## src/rtl/wb_sba_master.sv

```systemverilog
// Wishbone B4 pipelined bus master for the debug module system-bus port.
// Converts a req/gnt/rvalid core interface into Wishbone cycles. Up to
// MaxOutstanding transfers may be in flight, and responses return in order.
// A watchdog aborts a hung bus and drains the in-flight transfers as error
// responses, so the debug module never deadlocks.
//
// Ports:
//   clk, rst_n              clock, asynchronous active-low reset
//   core_req/we/addr/be/wdata  request from the DM core, held until core_gnt
//   core_gnt                request accepted this cycle (combinational)
//   core_rvalid/rdata/err   registered in-order response, one per grant
//   wbm_cyc/stb/we/adr/sel/dat_o  Wishbone master outputs (combinational)
//   wbm_stall/ack/err/dat_i Wishbone slave inputs
//   busy                    transfers in flight or flush in progress
//   timeout                 one-cycle pulse when the watchdog fires
module wb_sba_master #(
  parameter int unsigned AddrWidth      = 32,
  parameter int unsigned DataWidth      = 32,
  parameter int unsigned MaxOutstanding = 2,
  parameter int unsigned TimeoutCycles  = 1024
) (
  input  logic                   clk,
  input  logic                   rst_n,
  input  logic                   core_req,
  input  logic                   core_we,
  input  logic [AddrWidth-1:0]   core_addr,
  input  logic [DataWidth/8-1:0] core_be,
  input  logic [DataWidth-1:0]   core_wdata,
  output logic                   core_gnt,
  output logic                   core_rvalid,
  output logic [DataWidth-1:0]   core_rdata,
  output logic                   core_err,
  output logic                   wbm_cyc,
  output logic                   wbm_stb,
  output logic                   wbm_we,
  output logic [AddrWidth-1:0]   wbm_adr,
  output logic [DataWidth/8-1:0] wbm_sel,
  output logic [DataWidth-1:0]   wbm_dat_o,
  input  logic                   wbm_stall,
  input  logic                   wbm_ack,
  input  logic                   wbm_err,
  input  logic [DataWidth-1:0]   wbm_dat_i,
  output logic                   busy,
  output logic                   timeout
);

  localparam int unsigned CntWidth = $clog2(MaxOutstanding + 1);
  localparam int unsigned PtrWidth = (MaxOutstanding > 1) ? $clog2(MaxOutstanding) : 1;
  localparam int unsigned WdWidth  = (TimeoutCycles > 1) ? $clog2(TimeoutCycles) : 1;
  localparam bit          WdEn     = (TimeoutCycles != 0);

  localparam logic [0:0] StRun   = 1'b0;
  localparam logic [0:0] StFlush = 1'b1;

  logic [0:0]                state_q, state_d;
  logic [CntWidth-1:0]       count_q, count_d;
  logic [WdWidth-1:0]        wd_q, wd_d;
  logic [MaxOutstanding-1:0] fifo_we_q, fifo_we_d;
  logic [PtrWidth-1:0]       wr_ptr_q, wr_ptr_d;
  logic [PtrWidth-1:0]       rd_ptr_q, rd_ptr_d;
  logic                      active_q;
  logic                      rvalid_q, rvalid_d;
  logic                      err_q, err_d;
  logic [DataWidth-1:0]      rdata_q, rdata_d;
  logic                      timeout_q, timeout_d;

  logic can_issue;
  logic stb;
  logic gnt;
  logic cyc;
  logic bus_rsp;
  logic flush_pop;
  logic pop;
  logic head_we;

  // Issue and bus-response qualification. active_q keeps stb low while in
  // reset even if the core is already requesting.
  always_comb begin
    can_issue = active_q & (state_q == StRun) & (count_q < CntWidth'(MaxOutstanding));
    stb       = core_req & can_issue;
    gnt       = stb & ~wbm_stall;
    cyc       = (state_q == StRun) & (stb | (count_q != '0));
    // ack/err only count against a transfer that is actually outstanding
    bus_rsp   = cyc & (wbm_ack | wbm_err) & (count_q != '0);
    flush_pop = (state_q == StFlush) & (count_q != '0);
    pop       = bus_rsp | flush_pop;
    head_we   = fifo_we_q[rd_ptr_q];
  end

  // Next-state: pending FIFO, outstanding count, watchdog, response regs.
  always_comb begin
    state_d   = state_q;
    count_d   = count_q;
    wd_d      = wd_q;
    fifo_we_d = fifo_we_q;
    wr_ptr_d  = wr_ptr_q;
    rd_ptr_d  = rd_ptr_q;
    rvalid_d  = 1'b0;
    err_d     = 1'b0;
    rdata_d   = '0;
    timeout_d = 1'b0;

    if (gnt) begin
      fifo_we_d[wr_ptr_q] = core_we;
      wr_ptr_d = (wr_ptr_q == PtrWidth'(MaxOutstanding - 1)) ? '0 : wr_ptr_q + PtrWidth'(1);
    end
    if (pop) begin
      rd_ptr_d = (rd_ptr_q == PtrWidth'(MaxOutstanding - 1)) ? '0 : rd_ptr_q + PtrWidth'(1);
    end

    // grant and response in the same cycle cancel out
    case ({gnt, pop})
      2'b10:   count_d = count_q + CntWidth'(1);
      2'b01:   count_d = count_q - CntWidth'(1);
      default: count_d = count_q;
    endcase

    case (state_q)
      StRun: begin
        if (bus_rsp) begin
          rvalid_d = 1'b1;
          err_d    = wbm_err;
          rdata_d  = (!head_we && !wbm_err) ? wbm_dat_i : '0;
        end
        if ((count_q == '0) || bus_rsp) begin
          wd_d = '0;
        end else if (WdEn) begin
          // this is the TimeoutCycles-th idle cycle: abort the bus
          if (wd_q == WdWidth'(TimeoutCycles - 1)) begin
            wd_d      = '0;
            timeout_d = 1'b1;
            state_d   = StFlush;
          end else begin
            wd_d = wd_q + WdWidth'(1);
          end
        end
      end
      StFlush: begin
        wd_d = '0;
        if (flush_pop) begin
          rvalid_d = 1'b1;
          err_d    = 1'b1;
        end
        // last entry drains this cycle; issuing resumes next cycle
        if (count_q <= CntWidth'(1)) begin
          state_d = StRun;
        end
      end
      default: state_d = StRun;
    endcase
  end

  // State registers.
  always_ff @(posedge clk or negedge rst_n) begin
    if (!rst_n) begin
      state_q   <= StRun;
      count_q   <= '0;
      wd_q      <= '0;
      fifo_we_q <= '0;
      wr_ptr_q  <= '0;
      rd_ptr_q  <= '0;
      active_q  <= 1'b0;
      rvalid_q  <= 1'b0;
      err_q     <= 1'b0;
      rdata_q   <= '0;
      timeout_q <= 1'b0;
    end else begin
      state_q   <= state_d;
      count_q   <= count_d;
      wd_q      <= wd_d;
      fifo_we_q <= fifo_we_d;
      wr_ptr_q  <= wr_ptr_d;
      rd_ptr_q  <= rd_ptr_d;
      active_q  <= 1'b1;
      rvalid_q  <= rvalid_d;
      err_q     <= err_d;
      rdata_q   <= rdata_d;
      timeout_q <= timeout_d;
    end
  end

  // Outputs: bus request fields pass straight through from the core.
  assign core_gnt    = gnt;
  assign core_rvalid = rvalid_q;
  assign core_rdata  = rdata_q;
  assign core_err    = err_q;
  assign wbm_cyc     = cyc;
  assign wbm_stb     = stb;
  assign wbm_we      = core_we;
  assign wbm_adr     = core_addr;
  assign wbm_sel     = core_be;
  assign wbm_dat_o   = core_wdata;
  assign busy        = (count_q != '0) | (state_q == StFlush);
  assign timeout     = timeout_q;

endmodule
```

## config.mk

```make
export PLATFORM = sky130hd
export DESIGN_NAME = wb_sba_master
export DESIGN_NICKNAME = d
export VERILOG_FILES = /design/src/rtl/wb_sba_master.sv
export SDC_FILE = /design/constraint.sdc
export NUM_CORES = 1
export LEC_CHECK = 0
export ABC_AREA = 0
export BUFFER_PORTS_ARGS = -buffer_cell sky130_fd_sc_hd__buf_2
export CAP_MARGIN = 20
export CORE_AREA = 2 2 84 86
export CTS_CLUSTER_SIZE = 12
export DETAILED_ROUTE_END_ITERATION = 7
export DIE_AREA = 0 0 86 88
export GPL_TIMING_DRIVEN = 1
export PLACE_DENSITY = 0.82
export SLEW_MARGIN = 5
export SYNTH_ARGS = -nofsm -noshare
export SYNTH_HDL_FRONTEND = slang
export SYNTH_SLANG_ARGS = --single-unit
```

## constraint.sdc

```tcl
create_clock -name clk -period 3.6 [get_ports clk]
set_input_delay 0.54 -clock clk [delete_from_list [all_inputs] [get_ports clk]]
set_output_delay 0.54 -clock clk [all_outputs]
set_load 0.05 [all_outputs]
```

### Yosys cells after proc, flatten, opt, wreduce, memory -nomap -nowiden

Index checks and enable logic that the tools add are counted.

| word-level totals | value |
|---|---|
| register bits | 53 |
| input bits | 107 |

| operators by class | value |
|---|---|
| add/subtract/negate cells | 5 |
| order comparisons | 5 |
| eq/ne operators | 3 |
| mux-type cells | 24 |
| bitwise logic cells | 14 |
| reductions and logical operators | 8 |

Operators by type and width:

| cell | number |
|---|---|
| 2-to-1 mux 32 bit | 3 |
| 2-to-1 mux 10 bit | 2 |
| case mux 10 bit (2 select lines) | 1 |
| 2-to-1 mux 1 bit | 12 |
| adder 10 x 1 -> 10 bit, second input constant | 1 |
| equality test 10 bit, second input constant | 1 |
| AND 1 bit | 8 |
| case mux 1 bit (2 select lines) | 3 |
| less-than comparator 1 x 2 -> 1 bit, second input constant | 2 |
| OR 1 bit | 4 |
| case mux 2 bit (2 select lines) | 1 |
| nonzero test 2 bit | 2 |
| adder 1 bit, second input constant | 2 |
| adder 2 x 1 -> 2 bit, second input constant | 1 |
| bitwise mux 2 bit | 1 |
| equality test 2 x 1 -> 1 bit, second input constant | 1 |
| equality test 2 bit, second input constant | 1 |
| <= comparator 2 x 1 -> 1 bit, second input constant | 1 |
| logical AND 1 bit | 2 |
| logical NOT 1 bit | 2 |
| logical NOT 2 bit | 1 |
| less-than comparator 2 bit, second input constant | 1 |
| NOT 1 bit | 2 |
| subtractor 2 x 1 -> 2 bit, second input constant | 1 |
| 3 further kinds | 3 |

### Longest topological paths before layout

Gate-level depths: netlist of run 1.

| depth | value |
|---|---|
| word-level depth | 11 |
| gate-level depth with buffers | 6 |
| depth with buffers taken out | 6 |

### Least setup slack after synthesis of run 1

OpenSTA, ideal clock, no wires.

| timing path | value |
|---|---|
| kind | register to output |
| start | reg count_q[0] |
| end | out wbm_cyc |
| arrival time | 1.432 ns |
| required time | 3.060 ns |
| setup slack | 1.628 ns |
| cell stages (with the launch flop) | 4 |
| buffers on the path | 0 |
| cells stage by stage | dfrtp_1 inv_1 ha_1 a21oi_1 |

| between the ends | value |
|---|---|
| longest elaborated chain between the ends | 5 |

Ends and longest elaborated chain:

| element | line | text |
|---|---|---|
| from (decl) | 56 | `logic [CntWidth-1:0] count_q, count_d;` |
| from (signal assigned) | 169 | `count_q <= count_d;` |
| less-than comparator 2 bit | 79 | `can_issue = active_q & (state_q == StRun) & (count_q < CntWidth'(MaxOutstanding));` |
| AND 1 bit | 79 |  |
| AND 1 bit | 80 | `stb = core_req & can_issue;` |
| OR 1 bit (*) | 82 | `cyc = (state_q == StRun) & (stb \| (count_q != '0));` |
| AND 1 bit (*) | 82 |  |
| to (decl) | 33 | `output logic wbm_cyc,` |

Mark *: on every way between the ends. The rest lies on a longest branch, timed or not.

### Worst setup path in the final report of run 1

| timing path | value |
|---|---|
| start | reg count_q[1] |
| end | out wbm_cyc |

The elaborated chain is that of the path after synthesis.

==> metrics.md, run 1 <==
| Metric | Value |
|---|---|
| Crit path DAT | `1500 ps` |
| Final Skew | `9.136 ps` |
| Final nets | `353` |
| Minimum clock period | `2037 ps` |
| Combinational share of power | `33.2%` |
| Final Hold Vio Count | `0` |
| Final period util | `56.58%` |
| Ant diodes | `0` |
| Leading register cell type out of synthesis | `dfrtp_1` |
| Status | `finished clean` |
| Post-Place Worst Slack | `1811 ps` |
| Synth area leaders | `dfrtp_1 (51%), buf_4 (20%), and2_1 (7.7%)` |
| Worst endpoint required time | `3060 ps` |
| Sequential share of the synthesized area | `51.31%` |
| Clock transition at path regs | `100 ps` |
| Synth Cell Area | `2585 sq um` |
| Cell variety after synth | `33` |
| Initial antenna violation count | `0` |
| Top cell type by total area after synthesis | `dfrtp_1` |
| Synth top area share | `51.31%` |
| Setup TNS | `0 ps` |
| Root buffer cell | `clkbuf_8` |
| Layout cell share with drive strength beyond 1 | `40.33%` |
| Crit path to | `wbm_cyc` |
| RR Endpoint | `core_rdata[13]$_DFF_PN0_` |
| FFs w/ async S/R, synth | `100.0%` |
| Most frequent cells after synthesis | `buf_4 (69), dfrtp_1 (53), and2_1 (32), nor2_1 (17)` |
| Routed Antenna Nets | `0` |
| Global-route usage over all layers | `13.21%` |
| Drt drc | `0` |
| Reg area | `1326 sq um` |
| Row count | `30` |
| DP HPWL | `3.975 mm` |
| Htree depth | `2` |
| Sink Count | `53` |
| Crit path capture type | `output pin` |
| First-pass GRT wire length | `7.596 mm` |
| Final GP Congestion | `0.8133` |
| Final setup margin | `1563 ps` |
| Slew @ Worst Pin | `747.9 ps` |
| Fin. max-slew vios | `0` |
| Max clock buf depth | `2` |
| Met2 WL | `2.897 mm` |
| Clk pwr share | `24.3%` |
| Count leader, synth | `buf_4` |
| CP Launch Type | `flop` |
| Number of global-route vias before repair | `1480` |
| Flops & latches, synth | `53` |
| Largest net degree at the start of global routing | `35` |
| Sequential share of power | `42.6%` |
| Leak pwr | `1.425 nW` |
| Core box area | `6644 sq um` |
| Initial DRT Pass Iterations | `6` |
| I/O pin cnt | `215` |
| Critical Path Start | `count_q[1]$_DFFE_PN0P_` |
| # resized after CTS | `0` |
| Met3 Wirelength | `458 um` |
| Max_cap viols | `0` |
| Synth-to-layout area growth | `2.081%` |
| Via Count | `1447` |
| Sw Ratio | `37.48%` |
| Total gr overflow | `0` |
| RR Startpoint | `count_q[1]$_DFFE_PN0P_` |
| Slew margin rel. | `50.14%` |
| DR WL/cell | `15.75 um` |
| Mean Syn Cell Area | `11.29 sq um` |
| Die W | `86 um` |
| Sw power | `643.4 uW` |
| IR Drop Worst-Case VDD | `0.1837 mV` |
| Endpoints failing setup | `0` |
| Syn nets | `340` |
| Fillcell total | `642` |
| Internal Power | `1.073 mW` |
| Final WL | `5.087 mm` |
| Synth warn | `0` |
| Worst Path Max Fanout | `7` |
| Highest metal layer with signal wires | `met4` |
| CTS tree | `built` |
| Crit path kind | `flop to output pin` |
| Setup Buffers After CTS | `0` |
| Fmax achieved | `491.0 MHz` |
| R2r worst-path depth | `4` |
| Hold_buf cts | `0` |
| DR vias/cell | `4.480` |
| Cell Pwr Density | `650.5 nW/um^2` |
| RSZ-0062 raised after global routing | `no` |
| Port bufs | `78` |
| Initial Util | `38.91%` |
| Multi-input logic area | `676.9 sq um` |
| EDFF count, synth | `0` |
| Metal-1 WL | `1.646 mm` |
| Cts bufs inserted | `5` |
| Worst reg-to-reg setup slack | `2060 ps` |
| Hold crit path type | `input port to async pin` |
| Die area | `7568 sq um` |
| Tot Pwr | `1.717 mW` |
| Initial DRC Count | `42` |
| Cells after synthesis | `229` |
| Clock latency on the worst-skew pair | `310 ps` |
| Die Y | `88 um` |
-- sequential cells by signal (all words and copies together), names as in the netlist, 2 cells and up --
register / cells
core_rdata: 32
count_q: 2
fifo_we_q: 2
wd_q: 10
-- layout by cell type, fill, tap and decap left out, types with 2 or more instances in the layout --
cell type	n
buf_2	78
dfrtp_1	53
and2_1	32
nor2_1	17
xnor2_1	6
nand2_1	6
inv_1	5
xor2_1	5
clkbuf_8	5
nand3_1	4
ha_1	4
nor3_4	2
nand4_1	2
-- area by class of cell --
type	count	area share (%)
inverters	5	0.7112
well taps	80	3.793
repair buffers	79	15.08
flip-flops and latches	53	50.26
clock buffers	5	2.608
multi-input cells	98	25.65
clock inverters	3	1.897
-- per-stage QoR --
step | hold WS [ps] | instance area [sq um] | std cells | utilization (%)
3_3_place_gp | 473.3 | 2520 | 315 | 37.93
5_1_grt | 329.7 | 2639 | 323 | 39.72
6_report | 289.5 | 2639 | 323 | 39.72
2_1_floorplan | 244.4 | 2585 | 229 | -
4_1_cts | 303.3 | 2639 | 323 | 39.72
3_5_place_dp | 480.1 | 2520 | 315 | 37.93
-- worst max-delay path, stage by stage (launching register included) --
cell and delay [ps]:
dfrtp_1 400, inv_1 80, ha_1 250, a21oi_1 170
buf_2 290
-- routing by layer --
layer  vias to the layer above  GRT usage, %
li1                        668             -
met1                       692         12.48
met2                        70         25.02
met3                        17         5.372
met4                         0         5.772
met5                         -             0
-- worst min path at each step --
| stage | startpoint | endpoint | slack (ps) | cells past startpoint |
|---|---|---|---|---|
| 5_1_grt | rst_n | wd_q[0]$_DFF_PN0_ | 330 | 1 |
| 2_1_floorplan | rst_n | active_q$_DFF_PN0_ | 240 | 0 |
| 4_1_cts | rst_n | wd_q[0]$_DFF_PN0_ | 300 | 1 |
| 3_5_place_dp | rd_ptr_q$_DFFE_PN0P_ | rd_ptr_q$_DFFE_PN0P_ | 480 | 1 |
| 3_3_place_gp | wd_q[0]$_DFF_PN0_ | wd_q[0]$_DFF_PN0_ | 470 | 1 |
| 6_report | rst_n | wd_q[0]$_DFF_PN0_ | 290 | 1 |
-- logic make-up after synthesis --
family                   Yosys count  share of synthesized area, %
buffers and inverters             78                         22.51
AND/OR/NAND/NOR                   75                         18.10
flip-flops                        53                         51.31
XOR/XNOR                          11                         3.727
adder cells (fa/ha/maj)            4                         1.936
AO/OA/AOI/OAI                      4                        0.8712
multiplexers                       3                         1.403
other                              1                        0.1451
-- power by group through the flow --
| stage | Combinational (mW) | Sequential, mW | Clock [mW] |
|---|---|---|---|
| after floorplan | 0.462 | 0.929 | 0 |
| after CTS | 0.578 | 0.732 | 0.438 |
| final | 0.569 | 0.731 | 0.416 |
| after global placement | 0.565 | 0.741 | 0 |
| after global routing | 0.618 | 0.743 | 0.463 |
| after detailed placement | 0.577 | 0.743 | 0 |
No activity file was read; power rests on OpenSTA's default activity.
==> run 2, diff against run 1 <==
CORE_AREA = unset   (was 2 2 84 86)
CORE_UTILIZATION = 35   (was unset)
DIE_AREA = unset   (was 0 0 86 88)
PLACE_DENSITY = 0.78   (was 0.82)
clock period = 1.7 ns   (was 3.6 ns; I/O delays follow)
==> metrics.md, run 2 (same netlist as run 1, synthesis figures left out) <==
| Metric | Value |
|---|---|
| Final nets | `354` |
| Clock transition at path regs | `100 ps` |
| Clk pwr share | `20.1%` |
| Most common cell after layout, fill and taps aside | `buf_2` |
| Htree depth | `2` |
| DR vias/cell | `4.291` |
| Max FFs per register | `32` |
| Final period util | `96.37%` |
| Placed inst area | `2565 sq um` |
| Final Cell Area | `2686 sq um` |
| Root buffer cell | `clkbuf_8` |
| Combinational share of power | `36.0%` |
| Crit path DAT | `1380 ps` |
| Post-Place Worst Slack | `135.4 ps` |
| Worst reg-to-reg setup slack | `200 ps` |
| Worst Path Max Fanout | `8` |
| Core box area | `6982 sq um` |
| Final GP Congestion | `0.7221` |
| Minimum clock period | `1638 ps` |
| CTS tree | `built` |
| Final setup margin | `61.79 ps` |
| Drt drc | `0` |
| Initial DRC Count | `35` |
| Sink Count | `53` |
| Hold crit path type | `input port to flop` |
| Max_cap viols | `0` |
| CP Cell Sequence | `nor3_4 -> buf_6` |
| Leak pwr | `1.423 nW` |
| Cts bufs inserted | `5` |
| IR Drop Worst-Case VDD | `0.4747 mV` |
| Clock latency on the worst-skew pair | `300 ps` |
| Largest net degree at the start of global routing | `54` |
| Setup TNS | `0 ps` |
| Sw Ratio | `38.87%` |
| First-pass GRT wire length | `7.928 mm` |
| RR Startpoint | `count_q[1]$_DFFE_PN0P_` |
| Internal Power | `2.170 mW` |
| CP bufs+invs | `1` |
| Crit path kind | `flop to output pin` |
| CP max stage cell | `dfrtp_1` |
| Crit path capture type | `output pin` |
| Initial DRT Pass Iterations | `6` |
| Initial Util | `37.03%` |
| Worst hold start | `wbm_dat_i[30]` |
| Fin. max-slew vios | `0` |
| R2r worst-path depth | `4` |
| Layout cell share with drive strength beyond 1 | `41.80%` |
| Commonest cells after routing, fill and taps aside | `buf_2 (75), dfrtp_1 (53), and2_1 (32)` |
| Initial antenna violation count | `0` |
| Cell Pwr Density | `1322 nW/um^2` |
| CP Launch Type | `flop` |
| Die W | `87.94 um` |
| Total gr overflow | `0` |
| Synth-to-layout area growth | `3.921%` |
| Max clock buf depth | `2` |
| Ant diodes | `0` |
| Port bufs | `78` |
| CP max stage delay | `530 ps` |
| Worst endpoint required time | `1440 ps` |
| Crit path max-delay family | `flip-flops` |
| DR WL/cell | `15.92 um` |
| Routed Antenna Nets | `0` |
| Die area | `7733 sq um` |
| Via Count | `1459` |
| RR Endpoint | `core_rdata[1]$_DFF_PN0_` |
| I/O pin cnt | `215` |
| Final core occ | `38.48%` |
| DP HPWL | `4.217 mm` |
| Sequential share of power | `43.9%` |
| Final Hold Vio Count | `0` |
| Hold Path Sink | `core_rdata[30]$_DFF_PN0_` |
| Setup Buffers After CTS | `0` |
| Sw power | `1.380 mW` |
| Die Y | `87.94 um` |
| RSZ-0062 raised after global routing | `no` |
| Final WL | `5.412 mm` |
| Status | `finished clean` |
| Global-route usage over all layers | `14.05%` |
| Endpoints failing setup | `0` |
| Number of global-route vias before repair | `1460` |
| Hold depth | `2` |
| Final Skew | `8.850 ps` |
| Fmax achieved | `610.4 MHz` |
| Row count | `30` |
## run 2: worst max path at each step
stage / start / endpoint / slack, ps / depth (start not counted)
after floorplan: count_q[1]$_DFFE_PN0P_ / count_q[1]$_DFFE_PN0P_ / 2 / 5
after global placement: count_q[1]$_DFFE_PN0P_ / core_rdata[21]$_DFF_PN0_ / 210 / 4
after detailed placement: count_q[1]$_DFFE_PN0P_ / core_rdata[1]$_DFF_PN0_ / 140 / 4
after CTS: count_q[1]$_DFFE_PN0P_ / wbm_cyc / 5 / 4
after global routing: state_q$_DFF_PN0_ / core_gnt / 6 / 2
final: state_q$_DFF_PN0_ / core_gnt / 60 / 2
## run 2: timing repair
| item | CTS | global route |
|---|---|---|
| gates resized for setup | 3 | 4 |
| pin swaps | 0 | 1 |
| hold buffers | 1 | 0 |
| endpoints found under the hold margin | 53 | 0 |
| setup endpoints to repair | 2 | 3 |
## run 2: area by class of cell
class / count / area [sq um]
well taps: 96 / 120.1
inverters: 5 / 18.77
fillers: 702 / 4295
flip-flops and latches: 53 / 1326
repair buffers: 80 / 435.4
clock inverters: 3 / 21.27
clock buffers: 5 / 68.82
multi-input cells: 98 / 695.7
## run 2: stage by stage
stage | total power [mW] | std cells | hold slack (ps)
floorplan | 2.965 | 229 | -40.59
global placement | 2.806 | 331 | 270.0
detailed placement | 2.837 | 331 | 275.1
CTS | 3.582 | 340 | 134.2
global route | 3.746 | 340 | 128.3
finish | 3.550 | 340 | 143.7
## run 2: worst reg2reg max path, delay by kind of cell, from the launching register on
kind	cells	cell delay, ps
adders and majority gates	1	220
and+or+nand+nor	2	740
buffers and inverters	1	80
DFF	1	400
## run 2: power by group through the flow
| stage | registers, mW | clock network (mW) | logic, mW |
|---|---|---|---|
| final | 1.56 | 0.713 | 1.28 |
| after global routing | 1.58 | 0.790 | 1.37 |
| after CTS | 1.56 | 0.748 | 1.27 |
| after detailed placement | 1.58 | 0 | 1.25 |
| after global placement | 1.58 | 0 | 1.23 |
| after floorplan | 1.97 | 0 | 0.997 |
## run 2: routing by layer
metal	vias up	share of wire (%)	GRT usage, %
met5	-	0	0
met4	0	1.7	4.769
met3	14	9.6	6.598
met2	82	55	25.09
met1	691	34	14.44
li1	672	-	-
==> run 3, diff against run 2 <==
CORE_ASPECT_RATIO = 2   (was unset)
MAX_ROUTING_LAYER = met4   (was unset)
==> metrics.md, run 3 (same netlist as run 1, synthesis figures left out) <==
| Metric | Value |
|---|---|
| First-pass GRT wire length | `7.997 mm` |
| Minimum clock period | `1634 ps` |
| Initial Util | `35.84%` |
| Worst Path Max Fanout | `8` |
| Highest metal layer with signal wires | `met4` |
| Ant diodes | `0` |
| Clk pwr share | `27.7%` |
| Status | `finished clean` |
| Cts bufs inserted | `5` |
| Layout cell share with drive strength beyond 1 | `42.28%` |
| Final period util | `96.12%` |
| Hold Path Sink | `core_rdata[13]$_DFF_PN0_` |
| IR Drop Worst-Case VDD | `0.8515 mV` |
| Fmax achieved | `612.0 MHz` |
| Worst hold start | `wbm_dat_i[13]` |
| RR Endpoint | `core_rdata[27]$_DFF_PN0_` |
| DP HPWL | `4.431 mm` |
| Tot Pwr | `3.933 mW` |
| Worst reg-to-reg setup slack | `220 ps` |
| Final nets | `356` |
| CP Launch Type | `flop` |
| Clock transition at path regs | `70 ps` |
| Hold depth | `2` |
| Crit path capture type | `output pin` |
| I/O pin cnt | `215` |
| Die area | `7754 sq um` |
| Endpoints failing setup | `0` |
| Leak pwr | `1.469 nW` |
| Routed Antenna Nets | `0` |
| RR Startpoint | `count_q[1]$_DFFE_PN0P_` |
| WHS | `162.7 ps` |
| Cell Pwr Density | `1421 nW/um^2` |
| Most common cell after layout, fill and taps aside | `buf_2` |
| Final Skew | `7.789 ps` |
| R2r worst-path depth | `4` |
| Final Instance Count excl. Fillers | `338` |
| DR vias/cell | `4.467` |
| Number of global-route vias before repair | `1498` |
| Die Y | `123.5 um` |
| Final core occ | `38.38%` |
| Cell count after placement | `329` |
| Met2 WL | `2.792 mm` |
| Met3 Wirelength | `658 um` |
| Global-route usage over all layers | `14.87%` |
| Synth-to-layout area growth | `7.067%` |
| Sink Count | `53` |
| CTS tree | `built` |
| Initial antenna violation count | `0` |
| Initial DRC Count | `15` |
| Commonest cells after routing, fill and taps aside | `buf_2 (75), dfrtp_1 (53), and2_1 (32)` |
| Drt drc | `0` |
| Final Hold Vio Count | `0` |
| Port bufs | `78` |
| Htree depth | `2` |
| Sequential share of power | `39.6%` |
| Sw power | `1.421 mW` |
| Crit path DAT | `1380 ps` |
| RSZ-0062 raised after global routing | `no` |
| Initial DRT Pass Iterations | `5` |
| Core box area | `7212 sq um` |
| Die W | `62.77 um` |
| Fillcell total | `715` |
| Hold crit path type | `input port to flop` |
| Final GP Congestion | `0.8149` |
| Metal-1 WL | `1.689 mm` |
| Setup TNS | `0 ps` |
| Combinational share of power | `32.7%` |
| Fin. max-slew vios | `0` |
| Row count | `44` |
| Worst endpoint required time | `1440 ps` |
| Total gr overflow | `0` |
| Final WL | `5.506 mm` |
| Via Count | `1510` |
| Root buffer cell | `clkbuf_16` |
| Max_cap viols | `0` |
| Clock latency on the worst-skew pair | `300 ps` |
| Max clock buf depth | `2` |
| Internal Power | `2.512 mW` |
| Largest net degree at the start of global routing | `33` |
| Max FFs per register | `32` |
| Crit path kind | `flop to output pin` |
| DR WL/cell | `16.29 um` |
| Sw Ratio | `36.13%` |
run 3: changes by cell type in the layout (fill, tap and decap cells not counted), sizes merged:
cell,before,now
buf,78,80
clkinvlp,1,0
clkbuf,6,8
clkinv,1,0
run 3: worst max-delay path by stage:
stage / start / endpoint / slack [ps] / cells after the start
finish: state_q$_DFF_PN0_ / core_gnt / 70 / 2
global route: state_q$_DFF_PN0_ / core_gnt / 30 / 2
CTS: count_q[1]$_DFFE_PN0P_ / core_gnt / -5 / 3
detailed placement: count_q[0]$_DFFE_PN0P_ / count_q[1]$_DFFE_PN0P_ / 160 / 5
global placement: count_q[1]$_DFFE_PN0P_ / core_rdata[10]$_DFF_PN0_ / 240 / 4
floorplan: count_q[1]$_DFFE_PN0P_ / count_q[1]$_DFFE_PN0P_ / 2 / 5
run 3: power groups by stage:
stage                     logic, mW  registers (mW)  clock network [mW]
after detailed placement       1.26            1.59                   0
after global placement         1.23            1.58                   0
after CTS                      1.28            1.57                1.12
final                          1.28            1.56                1.09
after global routing           1.37            1.58                1.17
after floorplan               0.997            1.97                   0
run 3: what timing repair did:
item,in CTS,in global routing
pin swaps,0,1
setup buffers,0,0
hold buffers,1,0
endpoints found under the setup margin,2,3
hold endpoints to repair,16,0
gates resized for setup,3,4
run 3: area by class of cell:
| cell class | instances | area, sq um | share of cell area, % |
|---|---|---|---|
| clock inverter | 1 | 8.758 | 0.3165 |
| timing repair buffer | 82 | 450.4 | 16.27 |
| sequential | 53 | 1326 | 47.92 |
| tap | 92 | 115.1 | 4.159 |
| clock buffer | 7 | 152.6 | 5.515 |
| inverter | 5 | 18.77 | 0.6781 |
| multi-input combinational | 98 | 695.7 | 25.14 |
run 3: worst max-delay path: stages (launching register included):
cell	delay, ps
dfrtp_1	520
nor3_4	350
buf_6	210
run 3: routing by layer:
metal | vias to the layer above | global-route usage (%)
li1 | 672 | -
met1 | 703 | 12.29
met2 | 90 | 24.18
met3 | 45 | 7.011
met4 | 0 | 13.66
met5 | - | -
run 3: stage by stage:
step	area [sq um]	setup WS (ps)
6_report	2768	66.01
5_1_grt	2768	25.49
4_1_cts	2755	-4.615
3_5_place_dp	2575	163.0
3_3_place_gp	2575	241.6
2_1_floorplan	2597	2.024
